File: config.mk
export PLATFORM = sky130hd
export DESIGN_NAME = dmem_arbiter_flat
export DESIGN_NICKNAME = d
export VERILOG_FILES = /design/src/rtl/dmem_arbiter_if.sv /design/src/rtl/dmem_arbiter.sv /design/src/flat_wrapper.sv
export SDC_FILE = /design/constraint.sdc
export NUM_CORES = 1
export LEC_CHECK = 0
export CAP_MARGIN = 20
export CORE_AREA = 2 2 121 123
export DETAILED_ROUTE_END_ITERATION = 10
export DIE_AREA = 0 0 123 125
export REMOVE_ABC_BUFFERS = 1
export SLEW_MARGIN = 20
export SYNTH_ARGS = -nofsm -noshare
export SYNTH_HDL_FRONTEND = slang
export SYNTH_SLANG_ARGS = --single-unit
File: constraint.sdc
create_clock -name clk -period 2.7 [get_ports clk]
set_clock_uncertainty 0.2 [all_clocks]
set_input_delay 0.27 -clock clk [delete_from_list [all_inputs] [get_ports clk]]
set_output_delay 0.27 -clock clk [all_outputs]
set_load 0.005 [all_outputs]
File: src/rtl/dmem_arbiter_if.sv
// Request/response and memory-side bundle for the data-memory arbiter.
// The slave modport is the arbiter; master is the requesters plus the memory.
interface dmem_arbiter_if #(
  parameter int ADDR_W = 32,
  parameter int DATA_W = 32
);
  logic              c_req_valid, c_req_ready, c_req_we, c_req_lock;
  logic [2:0]        c_req_ctrl;
  logic [ADDR_W-1:0] c_req_addr;
  logic [DATA_W-1:0] c_req_wdata;
  logic              c_rsp_valid, c_rsp_err;
  logic [DATA_W-1:0] c_rsp_rdata;

  logic              d_req_valid, d_req_ready, d_req_we, d_req_lock;
  logic [2:0]        d_req_ctrl;
  logic [ADDR_W-1:0] d_req_addr;
  logic [DATA_W-1:0] d_req_wdata;
  logic              d_rsp_valid, d_rsp_err;
  logic [DATA_W-1:0] d_rsp_rdata;

  logic              dm_wr;
  logic [2:0]        dm_ctrl;
  logic [ADDR_W-1:0] dm_addr;
  logic [DATA_W-1:0] dm_wdata;
  logic [DATA_W-1:0] dm_rdata;

  modport slave (
    input  c_req_valid, c_req_we, c_req_lock, c_req_ctrl, c_req_addr, c_req_wdata,
    output c_req_ready, c_rsp_valid, c_rsp_err, c_rsp_rdata,
    input  d_req_valid, d_req_we, d_req_lock, d_req_ctrl, d_req_addr, d_req_wdata,
    output d_req_ready, d_rsp_valid, d_rsp_err, d_rsp_rdata,
    output dm_wr, dm_ctrl, dm_addr, dm_wdata,
    input  dm_rdata
  );

  modport master (
    output c_req_valid, c_req_we, c_req_lock, c_req_ctrl, c_req_addr, c_req_wdata,
    input  c_req_ready, c_rsp_valid, c_rsp_err, c_rsp_rdata,
    output d_req_valid, d_req_we, d_req_lock, d_req_ctrl, d_req_addr, d_req_wdata,
    input  d_req_ready, d_rsp_valid, d_rsp_err, d_rsp_rdata,
    input  dm_wr, dm_ctrl, dm_addr, dm_wdata,
    output dm_rdata
  );
endinterface

File: src/rtl/dmem_arbiter.sv
// Round-robin/lockable arbiter between core LSU (C) and loader/DMA (D) for the data memory.
// Optional misalignment trap: define DMEM_ARB_ALIGN_CHECK_EN.
module dmem_arbiter #(
  parameter int ADDR_W   = 32,
  parameter int DATA_W   = 32,
  parameter int MAX_HOLD = 4
) (
  input logic          clk,
  input logic          rst,
  dmem_arbiter_if.slave bus
);
  localparam logic C = 1'b0;
  localparam logic D = 1'b1;
  localparam logic [3:0] HOLD_LAST = 4'(MAX_HOLD - 1);

  typedef enum logic [1:0] {RR, LOCK_C, LOCK_D} state_t;

  typedef struct packed {
    logic              valid;
    logic              we;
    logic              lock;
    logic [2:0]        ctrl;
    logic [ADDR_W-1:0] addr;
    logic [DATA_W-1:0] wdata;
  } req_t;

  req_t [1:0]   req;
  logic [1:0]   mis, gnt;
  state_t       state, state_n;
  logic         prio, prio_n;
  logic [3:0]   hold_cnt, hold_n;
  logic         win, wsel;
  req_t         wreq;

  logic [1:0]             rsp_vld, rsp_err;
  logic [1:0][DATA_W-1:0] rsp_rdata;

  assign req[C] = '{bus.c_req_valid, bus.c_req_we, bus.c_req_lock,
                    bus.c_req_ctrl, bus.c_req_addr, bus.c_req_wdata};
  assign req[D] = '{bus.d_req_valid, bus.d_req_we, bus.d_req_lock,
                    bus.d_req_ctrl, bus.d_req_addr, bus.d_req_wdata};

  for (genvar i = 0; i < 2; i++) begin : g_req
`ifdef DMEM_ARB_ALIGN_CHECK_EN
    assign mis[i] = ((req[i].ctrl[1:0] == 2'b01) && req[i].addr[0]) ||
                    ((req[i].ctrl == 3'b010) && (req[i].addr[1:0] != 2'b00));
`else
    assign mis[i] = 1'b0;
`endif
  end

  always_ff @(posedge clk) begin
    if (rst) begin
      state    <= RR;
      prio     <= C;
      hold_cnt <= '0;
    end else begin
      state    <= state_n;
      prio     <= prio_n;
      hold_cnt <= hold_n;
    end
  end

  // hold_cnt counts every cycle in a lock state, idle or not, so an idle owner still times out
  always_comb begin
    gnt     = '0;
    state_n = state;
    prio_n  = prio;
    hold_n  = hold_cnt;
    case (state)
      RR: begin
        if (req[C].valid && (!req[D].valid || prio == C)) gnt[C] = 1'b1;
        else if (req[D].valid)                            gnt[D] = 1'b1;
        if (gnt != 2'b00) prio_n = gnt[C] ? D : C;
        if ((gnt[C] && req[C].lock) || (gnt[D] && req[D].lock)) begin
          state_n = gnt[C] ? LOCK_C : LOCK_D;
          hold_n  = '0;
        end
      end
      LOCK_C: begin
        gnt[C] = req[C].valid;
        hold_n = hold_cnt + 4'd1;
        if ((gnt[C] && !req[C].lock) || hold_cnt == HOLD_LAST) begin
          state_n = RR;
          prio_n  = D;
          hold_n  = '0;
        end
      end
      LOCK_D: begin
        gnt[D] = req[D].valid;
        hold_n = hold_cnt + 4'd1;
        if ((gnt[D] && !req[D].lock) || hold_cnt == HOLD_LAST) begin
          state_n = RR;
          prio_n  = C;
          hold_n  = '0;
        end
      end
      default: state_n = RR;
    endcase
    if (rst) gnt = '0;
  end

  assign win  = |gnt;
  assign wsel = gnt[D];
  assign wreq = req[wsel];

  assign bus.c_req_ready = gnt[C];
  assign bus.d_req_ready = gnt[D];
  assign bus.dm_wr    = win & wreq.valid & wreq.we & ~mis[wsel];
  assign bus.dm_ctrl  = win ? wreq.ctrl  : '0;
  assign bus.dm_addr  = win ? wreq.addr  : '0;
  assign bus.dm_wdata = win ? wreq.wdata : '0;

  always_ff @(posedge clk) begin
    if (rst) begin
      rsp_vld   <= '0;
      rsp_err   <= '0;
      rsp_rdata <= '0;
    end else begin
      for (int i = 0; i < 2; i++) begin
        rsp_vld[i]   <= gnt[i];
        rsp_err[i]   <= gnt[i] & mis[i];
        rsp_rdata[i] <= (gnt[i] && !req[i].we && !mis[i]) ? bus.dm_rdata : '0;
      end
    end
  end

  // Gating with rst drops a response that was registered just before reset rose
  assign bus.c_rsp_valid = rsp_vld[C] & ~rst;
  assign bus.d_rsp_valid = rsp_vld[D] & ~rst;
  assign bus.c_rsp_err   = rsp_err[C] & ~rst;
  assign bus.d_rsp_err   = rsp_err[D] & ~rst;
  assign bus.c_rsp_rdata = rsp_rdata[C];
  assign bus.d_rsp_rdata = rsp_rdata[D];
endmodule

File: src/flat_wrapper.sv
// flat-port wrapper written by rule: the top's interface ports become plain ports
module dmem_arbiter_flat 
#(
  parameter int ADDR_W   = 32,
  parameter int DATA_W   = 32,
  parameter int MAX_HOLD = 4
)
  (clk, rst, bus_c_req_valid, bus_c_req_we, bus_c_req_lock, bus_c_req_ctrl, bus_c_req_addr, bus_c_req_wdata, bus_c_req_ready, bus_c_rsp_valid, bus_c_rsp_err, bus_c_rsp_rdata, bus_d_req_valid, bus_d_req_we, bus_d_req_lock, bus_d_req_ctrl, bus_d_req_addr, bus_d_req_wdata, bus_d_req_ready, bus_d_rsp_valid, bus_d_rsp_err, bus_d_rsp_rdata, bus_dm_wr, bus_dm_ctrl, bus_dm_addr, bus_dm_wdata, bus_dm_rdata);
  dmem_arbiter_if #(.ADDR_W(ADDR_W), .DATA_W(DATA_W)) bus_i ();
  input logic clk;
  input logic rst;
  input wire logic [$bits(bus_i.c_req_valid)-1:0] bus_c_req_valid;
  input wire logic [$bits(bus_i.c_req_we)-1:0] bus_c_req_we;
  input wire logic [$bits(bus_i.c_req_lock)-1:0] bus_c_req_lock;
  input wire logic [$bits(bus_i.c_req_ctrl)-1:0] bus_c_req_ctrl;
  input wire logic [$bits(bus_i.c_req_addr)-1:0] bus_c_req_addr;
  input wire logic [$bits(bus_i.c_req_wdata)-1:0] bus_c_req_wdata;
  output wire logic [$bits(bus_i.c_req_ready)-1:0] bus_c_req_ready;
  output wire logic [$bits(bus_i.c_rsp_valid)-1:0] bus_c_rsp_valid;
  output wire logic [$bits(bus_i.c_rsp_err)-1:0] bus_c_rsp_err;
  output wire logic [$bits(bus_i.c_rsp_rdata)-1:0] bus_c_rsp_rdata;
  input wire logic [$bits(bus_i.d_req_valid)-1:0] bus_d_req_valid;
  input wire logic [$bits(bus_i.d_req_we)-1:0] bus_d_req_we;
  input wire logic [$bits(bus_i.d_req_lock)-1:0] bus_d_req_lock;
  input wire logic [$bits(bus_i.d_req_ctrl)-1:0] bus_d_req_ctrl;
  input wire logic [$bits(bus_i.d_req_addr)-1:0] bus_d_req_addr;
  input wire logic [$bits(bus_i.d_req_wdata)-1:0] bus_d_req_wdata;
  output wire logic [$bits(bus_i.d_req_ready)-1:0] bus_d_req_ready;
  output wire logic [$bits(bus_i.d_rsp_valid)-1:0] bus_d_rsp_valid;
  output wire logic [$bits(bus_i.d_rsp_err)-1:0] bus_d_rsp_err;
  output wire logic [$bits(bus_i.d_rsp_rdata)-1:0] bus_d_rsp_rdata;
  output wire logic [$bits(bus_i.dm_wr)-1:0] bus_dm_wr;
  output wire logic [$bits(bus_i.dm_ctrl)-1:0] bus_dm_ctrl;
  output wire logic [$bits(bus_i.dm_addr)-1:0] bus_dm_addr;
  output wire logic [$bits(bus_i.dm_wdata)-1:0] bus_dm_wdata;
  input wire logic [$bits(bus_i.dm_rdata)-1:0] bus_dm_rdata;
  assign bus_i.c_req_valid = bus_c_req_valid;
  assign bus_i.c_req_we = bus_c_req_we;
  assign bus_i.c_req_lock = bus_c_req_lock;
  assign bus_i.c_req_ctrl = bus_c_req_ctrl;
  assign bus_i.c_req_addr = bus_c_req_addr;
  assign bus_i.c_req_wdata = bus_c_req_wdata;
  assign bus_c_req_ready = bus_i.c_req_ready;
  assign bus_c_rsp_valid = bus_i.c_rsp_valid;
  assign bus_c_rsp_err = bus_i.c_rsp_err;
  assign bus_c_rsp_rdata = bus_i.c_rsp_rdata;
  assign bus_i.d_req_valid = bus_d_req_valid;
  assign bus_i.d_req_we = bus_d_req_we;
  assign bus_i.d_req_lock = bus_d_req_lock;
  assign bus_i.d_req_ctrl = bus_d_req_ctrl;
  assign bus_i.d_req_addr = bus_d_req_addr;
  assign bus_i.d_req_wdata = bus_d_req_wdata;
  assign bus_d_req_ready = bus_i.d_req_ready;
  assign bus_d_rsp_valid = bus_i.d_rsp_valid;
  assign bus_d_rsp_err = bus_i.d_rsp_err;
  assign bus_d_rsp_rdata = bus_i.d_rsp_rdata;
  assign bus_dm_wr = bus_i.dm_wr;
  assign bus_dm_ctrl = bus_i.dm_ctrl;
  assign bus_dm_addr = bus_i.dm_addr;
  assign bus_dm_wdata = bus_i.dm_wdata;
  assign bus_i.dm_rdata = bus_dm_rdata;
  dmem_arbiter #(.ADDR_W(ADDR_W), .DATA_W(DATA_W), .MAX_HOLD(MAX_HOLD)) u_core (.clk(clk), .rst(rst), .bus(bus_i));
endmodule
# After elaboration in Yosys (flattened, before gate mapping)
# Cells that the tools add are included.
# op_classes
n_mux,28
n_addsub,1
n_reduce_logical,25
bitwise,10
order_cmp,1
eq_ne,7
# ops
operator,n
$mux W70,2
$mux W32,2
$mux W4,3
$pmux W4 S3,1
$mux W1,10
$mux W2,5
$ne A2 B1 Y1 const B,4
$logic_and A1 B1 Y1,7
$pmux W2 S3,1
$reduce_or A2 Y1,3
$and A1 B1 Y1,5
$logic_not A1 Y1,5
$not A1 Y1,5
$add A4 B1 Y4 const B,1
$eq A4 B2 Y1 const B,1
$logic_or A1 B1 Y1,4
$pmux W1 S2,2
$reduce_and A4 Y1,1
$mux W3,1
$pmux W1 S3,1
$reduce_and A3 Y1,1
$reduce_bool A3 Y1,1
$eq A2 B1 Y1 const B,1
$eq A2 B2 Y1 const B,1
other kinds (4),4
# totals
wordCells,78
regBits,73
input_bits,174
out_inout_bits,138

# Longest topological paths before layout
# Gate-level depths: netlist of run 1.
# logic_depth
word_depth,12
depth_mapped,10
mapped_depth_nobuf,7

# Least setup slack after synthesis of run 1
# Ideal clock, no wire load.
# synth_path
kind,flip-flop to output port
from,register u_core.state[0]
to,output port bus_dm_addr[13]
slack_ps,461
stages_incl_launch_ff,10
arrival_time_ps,1769
path_cell_list,dfxtp_1 > inv_1 > ha_1 > buf_4 > a21oi_1 > or3b_2 > nor2_2 > buf_4 > buf_4 > a22o_1
# synth_between
elab_chain_len,6
# synth_rtl
element,line_no,source
"start, declared",dmem_arbiter.sv:29,"state_t state, state_n;"
"start signal, assigned",dmem_arbiter.sv:58,state <= state_n;
$eq A2 B2 Y1 or $logic_not A2 Y1 (tied branches),dmem_arbiter.sv:70,case (state)
$pmux W1 S2,dmem_arbiter.sv:70,
$mux W2 *,dmem_arbiter.sv:100,if (rst) gnt = '0;
$mux W70 (not written as such) (2 in a row),dmem_arbiter.sv:105,assign wreq = req[wsel];
$mux W32 *,dmem_arbiter.sv:111,assign bus.dm_addr = win ? wreq.addr : '0;
"end, declared",flat_wrapper.sv:34,output wire logic [$bits(bus_i.dm_addr)-1:0] bus_dm_addr;
# Mark *: on every way between the ends. The rest lies on a longest branch, timed or not. The select of a mux whose other input is x is not followed.

# Worst setup path in the final report of run 1
# layout_path
from,register u_core.state[0]
to,output port bus_dm_addr[27]
# The elaborated chain is that of the path after synthesis.

==> results of run 1 <==
==> worst max-delay path: stages, from the launching register on <==
cell     delay [ns]
dfxtp_4        0.35
inv_6          0.07
ha_4           0.15
inv_2          0.04
o21ba_4        0.19
nor3b_4        0.20
buf_4          0.15
nor2_4         0.04
buf_12         0.13
buf_8          0.13
buf_6          0.11
a22o_1         0.20
buf_2          0.14
==> repair_timing <==
item | in CTS | in global routing
gates cloned | 7 | 0
resized for setup | 263 | 31
pin swaps | 9 | 7
setup buffers | 19 | 3
endpoints found under the setup margin | 70 | 66
==> per-layer routing <==
layer	wire length, µm	part of all wire [%]	up-vias
met1	5190	35	1643
li1	-	-	1725
met2	7750	53	181
met5	11	0.075	-
met3	1350	9.1	21
met4	406	2.8	2
==> state kept, by name, indices dropped and copies added, names as in the netlist <==
| name | count |
|---|---|
| u_core.bus.c_rsp_rdata | 32 |
| u_core.hold_cnt | 4 |
| u_core.state | 2 |
| u_core.bus.d_rsp_rdata | 32 |
| u_core.prio | 1 |
| u_core.rsp_vld | 2 |
==> final cells by class <==
| cell class | count | area, µm² | area share, % |
|---|---|---|---|
| Timing Repair Buffer | 355 | 3350 | 49.3 |
| Multi-Input combinational cell | 188 | 1440 | 21.1 |
| Sequential cell | 73 | 1470 | 21.6 |
| Antenna cell | 1 | 2.50 | 0.0368 |
| Inverter | 8 | 37.5 | 0.552 |
| Clock inverter | 4 | 45.0 | 0.663 |
| Tap cell | 184 | 230 | 3.39 |
| Clock buffer | 11 | 233 | 3.42 |
==> placed cells by master (no fill, tap or decap), types with 2 or more instances in the layout <==
cell type / Yosys / routed
nand2_1: 6 / 6
clkbuf_1: 12 / 2
ha_4: 0 / 3
dlygate4sd2_1: 0 / 4
dfxtp_1: 73 / 71
buf_2: 6 / 49
buf_6: 0 / 12
nor2b_1: 3 / 2
clkinv_2: 0 / 3
a21oi_1: 7 / 7
nand2b_1: 4 / 4
conb_1: 1 / 2
and2_1: 64 / 64
o2111ai_1: 2 / 2
clkdlybuf4s50_1: 0 / 239
nor3b_1: 2 / 2
o21ai_0: 3 / 3
buf_12: 0 / 10
or3_1: 2 / 2
clkbuf_16: 0 / 9
clkbuf_2: 0 / 15
a22o_1: 67 / 67
buf_16: 0 / 3
o32ai_1: 2 / 2
nor2_1: 5 / 4
buf_4: 6 / 21
inv_1: 7 / 5
==> kinds of logic (layout without fill, tap and decap cells) <==
logic type	count (synthesis)	in the layout	share of synthesized area [%]
simple gates	93	93	19.4
compound gates	88	88	24.5
flops	73	73	48.9
buf+inv	32	378	5.03
fa+ha+maj	4	4	1.68
other cells	1	3	0.126
mux	1	1	0.335
==> Yosys cell counts (2+ instances only) <==
library cell,instances
a21oi_1,7
a22o_1,67
and2_1,64
buf_2,6
buf_4,6
clkbuf_1,12
dfxtp_1,73
ha_1,4
inv_1,7
nand2_1,6
nand2b_1,4
nor2_1,5
nor2b_1,3
nor3b_1,2
o2111ai_1,2
o21ai_0,3
o32ai_1,2
or3_1,2
==> report_power, final <==
| part | internal, mW | switching, mW | total, mW |
|---|---|---|---|
| clock network | 0.704 | 0.401 | 1.11 |
| logic | 1.02 | 0.668 | 1.69 |
| registers | 1.16 | 0.0337 | 1.19 |
==> worst max path at each step <==
stage	startpoint	endpoint	cells past startpoint
floorplan	u_core.state[0]$_SDFFE_PP0P_	bus_dm_wr	7
detailed placement	bus_c_req_valid	bus_dm_addr[2]	8
global placement	bus_d_req_valid	bus_dm_addr[2]	9
finish	u_core.state[0]$_SDFFE_PP0P_	bus_dm_addr[27]	12
CTS	u_core.state[0]$_SDFFE_PP0P_	bus_dm_addr[19]	12
global route	u_core.state[0]$_SDFFE_PP0P_	bus_dm_addr[16]	12
==> results.yml, run 1 <==
status:
  status: "complete, but fails checks"
  violations: "setup timing"
timing:
  holdWs_ns: 0.276
  hold_violations: 0
  period_share_pct: 101
  tns_ns: -0.0941
  rsz0062_at_grt: "true"
  finalMaxSlewViolations: 0
  post-route-min-period_ns: 2.72
  slew_headroom_pct: 63.7
  worst_slew_pin_slew_ns: 0.538
  setup_ws_ns: -0.0214
  setup_viol: 11
  fmax_mhz: 367
synth:
  yosysTopAreaCell: "dfxtp_1"
  synth.avg_cell_area_um2: 10.2
  post_synth_num_cell_types: 35
  synth_top_area_share_pct: 48.9
  synth_area_mm2: 0.00299
  synth_seq_cells: 73
  synthTopCellsByArea: "dfxtp_1 (49%), a22o_1 (20%), and2_1 (13%), ha_1 (1.7%), buf_4 (1.5%)"
  synth_edf_count: 0
  yosysSeqAreaShare_pct: 48.9
  netlist_instances: 292
  async_flop_share_pct: 0
  synth_warnings: 0
  synth-main-ff-cell: "dfxtp_1"
die:
  num_io_pins: 312
  core_region_area_mm2: 0.0142
  die_h_um: 125
  rows: 44
  dieArea_mm2: 0.0154
  die_w_um: 123
  initial_core_util_pct: 21.0
critical_path:
  crit_fanout: 6
  r2r_cells: 12
  worstReg2RegStart: "u_core.state[0]$_SDFFE_PP0P_"
  critical_path_class: "register to output pin"
  reg2reg_slack_ns: 0.45
  r2r-end: "u_core.bus.d_rsp_rdata[23]$_SDFF_PP0_"
  endpoint_kind: "output pin"
  cp_data_arrival_time_ns: 2.25
  start_kind: "register"
  required_ns: 2.23
grt:
  use_met1_pct: 18.4
  grt_busiest_layer: "met2"
  gr-total-overflow: 0
  grt_use_met2_pct: 34.2
  grt_pass1_wl_um: 21000
  track_usage_pct: 18.4
  antenna_found_initial: 2
  grt_pass1_vias: 3651
  gr-usage-met3_pct: 6.25
  grt_max_degree: 33
pwr:
  p_leak_nw: 2.91
  power_mw: 3.98
  power_density_mw_per_mm2: 586
  vdd_ir_drop_max_v: 0.000220
place:
  place_ws_ns: -0.261
  io_buffers: 309
  place_hpwl_um: 11600
  place_area_mm2: 0.00646
  place_congestion: 0.886
  dp_cells: 783
clock_network:
  root_buffer: "clkbuf_16"
  cts_buffers: 9
  clk_path_buf_depth: 2
  cts_sinks: 73
  clk_latency_ns: 0.33
  hold_buffers: 0
  cts_tree: "done"
  htree_levels: 3
  clkSlewWorstSetupHoldPaths_ns: 0.05
final_layout:
  fillers: 1378
  finalNetCount: 813
  stdcell_area_mm2: 0.00680
  layout-drive-gt1-share_pct: 21.9
  syn_to_final_growth_pct: 128
  utilization_pct: 47.9
  fin_cells: 824
worst_hold_path:
  hold_depth: 2
  min_path_type: "register to register"
  min_to: "u_core.hold_cnt[1]$_SDFFE_PP0P_"
  min_from: "u_core.hold_cnt[1]$_SDFFE_PP0P_"
detailed_routing:
  postRouteAntennaNets: 0
  drtIter0Drc: 77
  drtPass1Iterations: 4
  via_per_inst: 4.33
  route.detailed.drc: 0
  vias: 3572
  wl_per_cell_um: 17.8
  routed_wl_um: 14700
flow_run:
  maxCapViolCount: 0
(Power assumes the default switching activity.)
==> run 2, diff against run 1 <==
Settings changed: SLEW_MARGIN 20 to 10.
==> results of run 2 <==
No change in the layout: final DEF, timing and power equal those of run 1.
==> run 3, diff against run 2 <==
Settings changed: REMOVE_ABC_BUFFERS 1 to default, TNS_END_PERCENT from default to 10.
==> results.yml, run 3 (synthesized netlist as in run 1, its figures left out) <==
status:
  status: "complete, but fails checks"
  violations: "setup timing"
detailed_routing:
  drtIter0Drc: 208
  routed_wl_um: 14700
  drtPass1Iterations: 4
  route.detailed.drc: 0
  postRouteAntennaNets: 0
  wl_per_cell_um: 17.9
  vias: 3533
  via_per_inst: 4.32
final_layout:
  final_common_cell: "clkdlybuf4s50_1"
  register_area_mm2: 0.00146
  fillers: 1352
  diodes: 0
  layout-drive-gt1-share_pct: 21.6
  multi_input_area_mm2: 0.00148
  final_cell_mix: "clkdlybuf4s50_1 (240), dfxtp_1 (71), and2_1 (64)"
  finalNetCount: 808
  syn_to_final_growth_pct: 130
clock_network:
  htree_levels: 3
  cts_sinks: 73
  clk_latency_ns: 0.33
  cts_buffers: 9
  clkSlewWorstSetupHoldPaths_ns: 0.06
  cts_tree: "done"
  clk_path_buf_depth: 2
  hold_buffers: 0
  root_buffer: "clkbuf_16"
die:
  rows: 44
  die_h_um: 125
  die_w_um: 123
  core_region_area_mm2: 0.0142
  initial_core_util_pct: 21.0
  num_io_pins: 312
  dieArea_mm2: 0.0154
critical_path:
  r2r_cells: 11
  reg2reg_slack_ns: 0.54
  r2r-end: "u_core.bus.d_rsp_rdata[1]$_SDFF_PP0_"
  cp_data_arrival_time_ns: 2.27
  crit_fanout: 11
  critical_path_class: "register to output pin"
  required_ns: 2.23
  worstReg2RegStart: "u_core.state[0]$_SDFFE_PP0P_"
  endpoint_kind: "output pin"
  start_kind: "register"
worst_hold_path:
  min_to: "u_core.hold_cnt[1]$_SDFFE_PP0P_"
  min_from: "u_core.hold_cnt[1]$_SDFFE_PP0P_"
  hold_depth: 2
  min_path_type: "register to register"
timing:
  slew_headroom_pct: 64.6
  setup_viol: 3
  post-route-min-period_ns: 2.74
  fmax_mhz: 365
  period_share_pct: 101
  tns_ns: -0.0646
  finalMaxSlewViolations: 0
  setup_ws_ns: -0.0365
  hold_violations: 0
  rsz0062_at_grt: "true"
  worst_slew_pin_slew_ns: 0.526
pwr:
  p_leak_nw: 2.89
  power_density_mw_per_mm2: 586
  power_mw: 4.02
  vdd_ir_drop_max_v: 0.000249
grt:
  grt_max_degree: 33
  gr-total-overflow: 0
  grt_pass1_vias: 3543
  antenna_found_initial: 1
  grt_pass1_wl_um: 20700
  track_usage_pct: 18.2
place:
  place_congestion: 1.04
  place_hpwl_um: 11400
  io_buffers: 309
flow_run:
  maxCapViolCount: 0
run 3: changes by cell type in the layout (fill, tap and decap cells not counted), sizes merged:
| cell | before | now |
|---|---|---|
| clkinv | 3 | 2 |
| dlygate4sd2 | 4 | 1 |
| clkinvlp | 0 | 3 |
| buf | 96 | 78 |
| clkdlybuf4s15 | 1 | 7 |
| bufbuf | 0 | 2 |
| bufinv | 1 | 0 |
| clkdlybuf4s50 | 239 | 240 |
| clkbuf | 26 | 32 |
| diode | 1 | 0 |
run 3: final cells by class:
cell class	instances	share of cell area, %
clock buffer	10	3.49
clock inverter	5	0.474
inverter	8	0.474
multi-input combinational	188	21.5
sequential	73	21.4
tap	184	3.36
timing repair buffer	350	49.3
run 3: repair_timing:
action | in CTS | in global routing
endpoints found under the setup margin | 70 | 69
hold endpoints to repair | 0 | 0
pin swaps | 11 | 6
gates resized for setup | 236 | 42
buffers inserted | 12 | 2
cloned | 6 | 0
run 3: worst max path at each step:
stage | to | slack [ns] | from | cells after the start
after global placement | bus_dm_addr[19] | -0.34 | bus_c_req_valid | 8
after global routing | bus_d_req_ready | -0.14 | u_core.state[0]$_SDFFE_PP0P_ | 9
after floorplan | bus_dm_addr[13] | 0.46 | u_core.state[0]$_SDFFE_PP0P_ | 9
after CTS | bus_dm_addr[27] | -0.16 | u_core.state[1]$_SDFFE_PP0P_ | 13
after detailed placement | bus_dm_addr[19] | -0.36 | bus_c_req_valid | 8
final | bus_d_req_ready | -0.04 | u_core.state[0]$_SDFFE_PP0P_ | 9
run 3: through the flow:
step / instance area, µm² / instances / util, % / setup slack [ns] / hold WS (ns)
after CTS: 6930 / 817 / 48.8 / -0.162 / 0.285
after floorplan: 2990 / 293 / - / 0.461 / 0.192
after global placement: 6440 / 785 / 45.3 / -0.337 / 0.260
final: 6860 / 818 / 48.3 / -0.0365 / 0.281
after detailed placement: 6440 / 785 / 45.3 / -0.355 / 0.271
after global routing: 6860 / 818 / 48.3 / -0.136 / 0.300
run 3: where the power goes:
| part | leakage [nW] | switching [mW] | internal [mW] | total, mW |
|---|---|---|---|---|
| registers | 0.593 | 0.0294 | 1.15 | 1.18 |
| logic | 2.18 | 0.692 | 1.08 | 1.77 |
| clock network | 0.126 | 0.424 | 0.637 | 1.06 |
run 3: critical path, stage by stage, from the launching register on:
cell and delay, ns:
dfxtp_2 0.32, inv_2 0.08, ha_4 0.16, inv_2 0.04
o21ba_4 0.20, nor3b_4 0.20, buf_4 0.16, buf_6 0.13
buf_12 0.14, clkdlybuf4s50_1 0.50
run 3: layer usage:
metal	GRT usage, %	part of all wire (%)	vias up
met5	0	0.11	-
met4	5.21	1.8	2
met3	5.16	9.9	18
met2	32.5	51	213
met1	20.8	37	1584
li1	-	-	1716
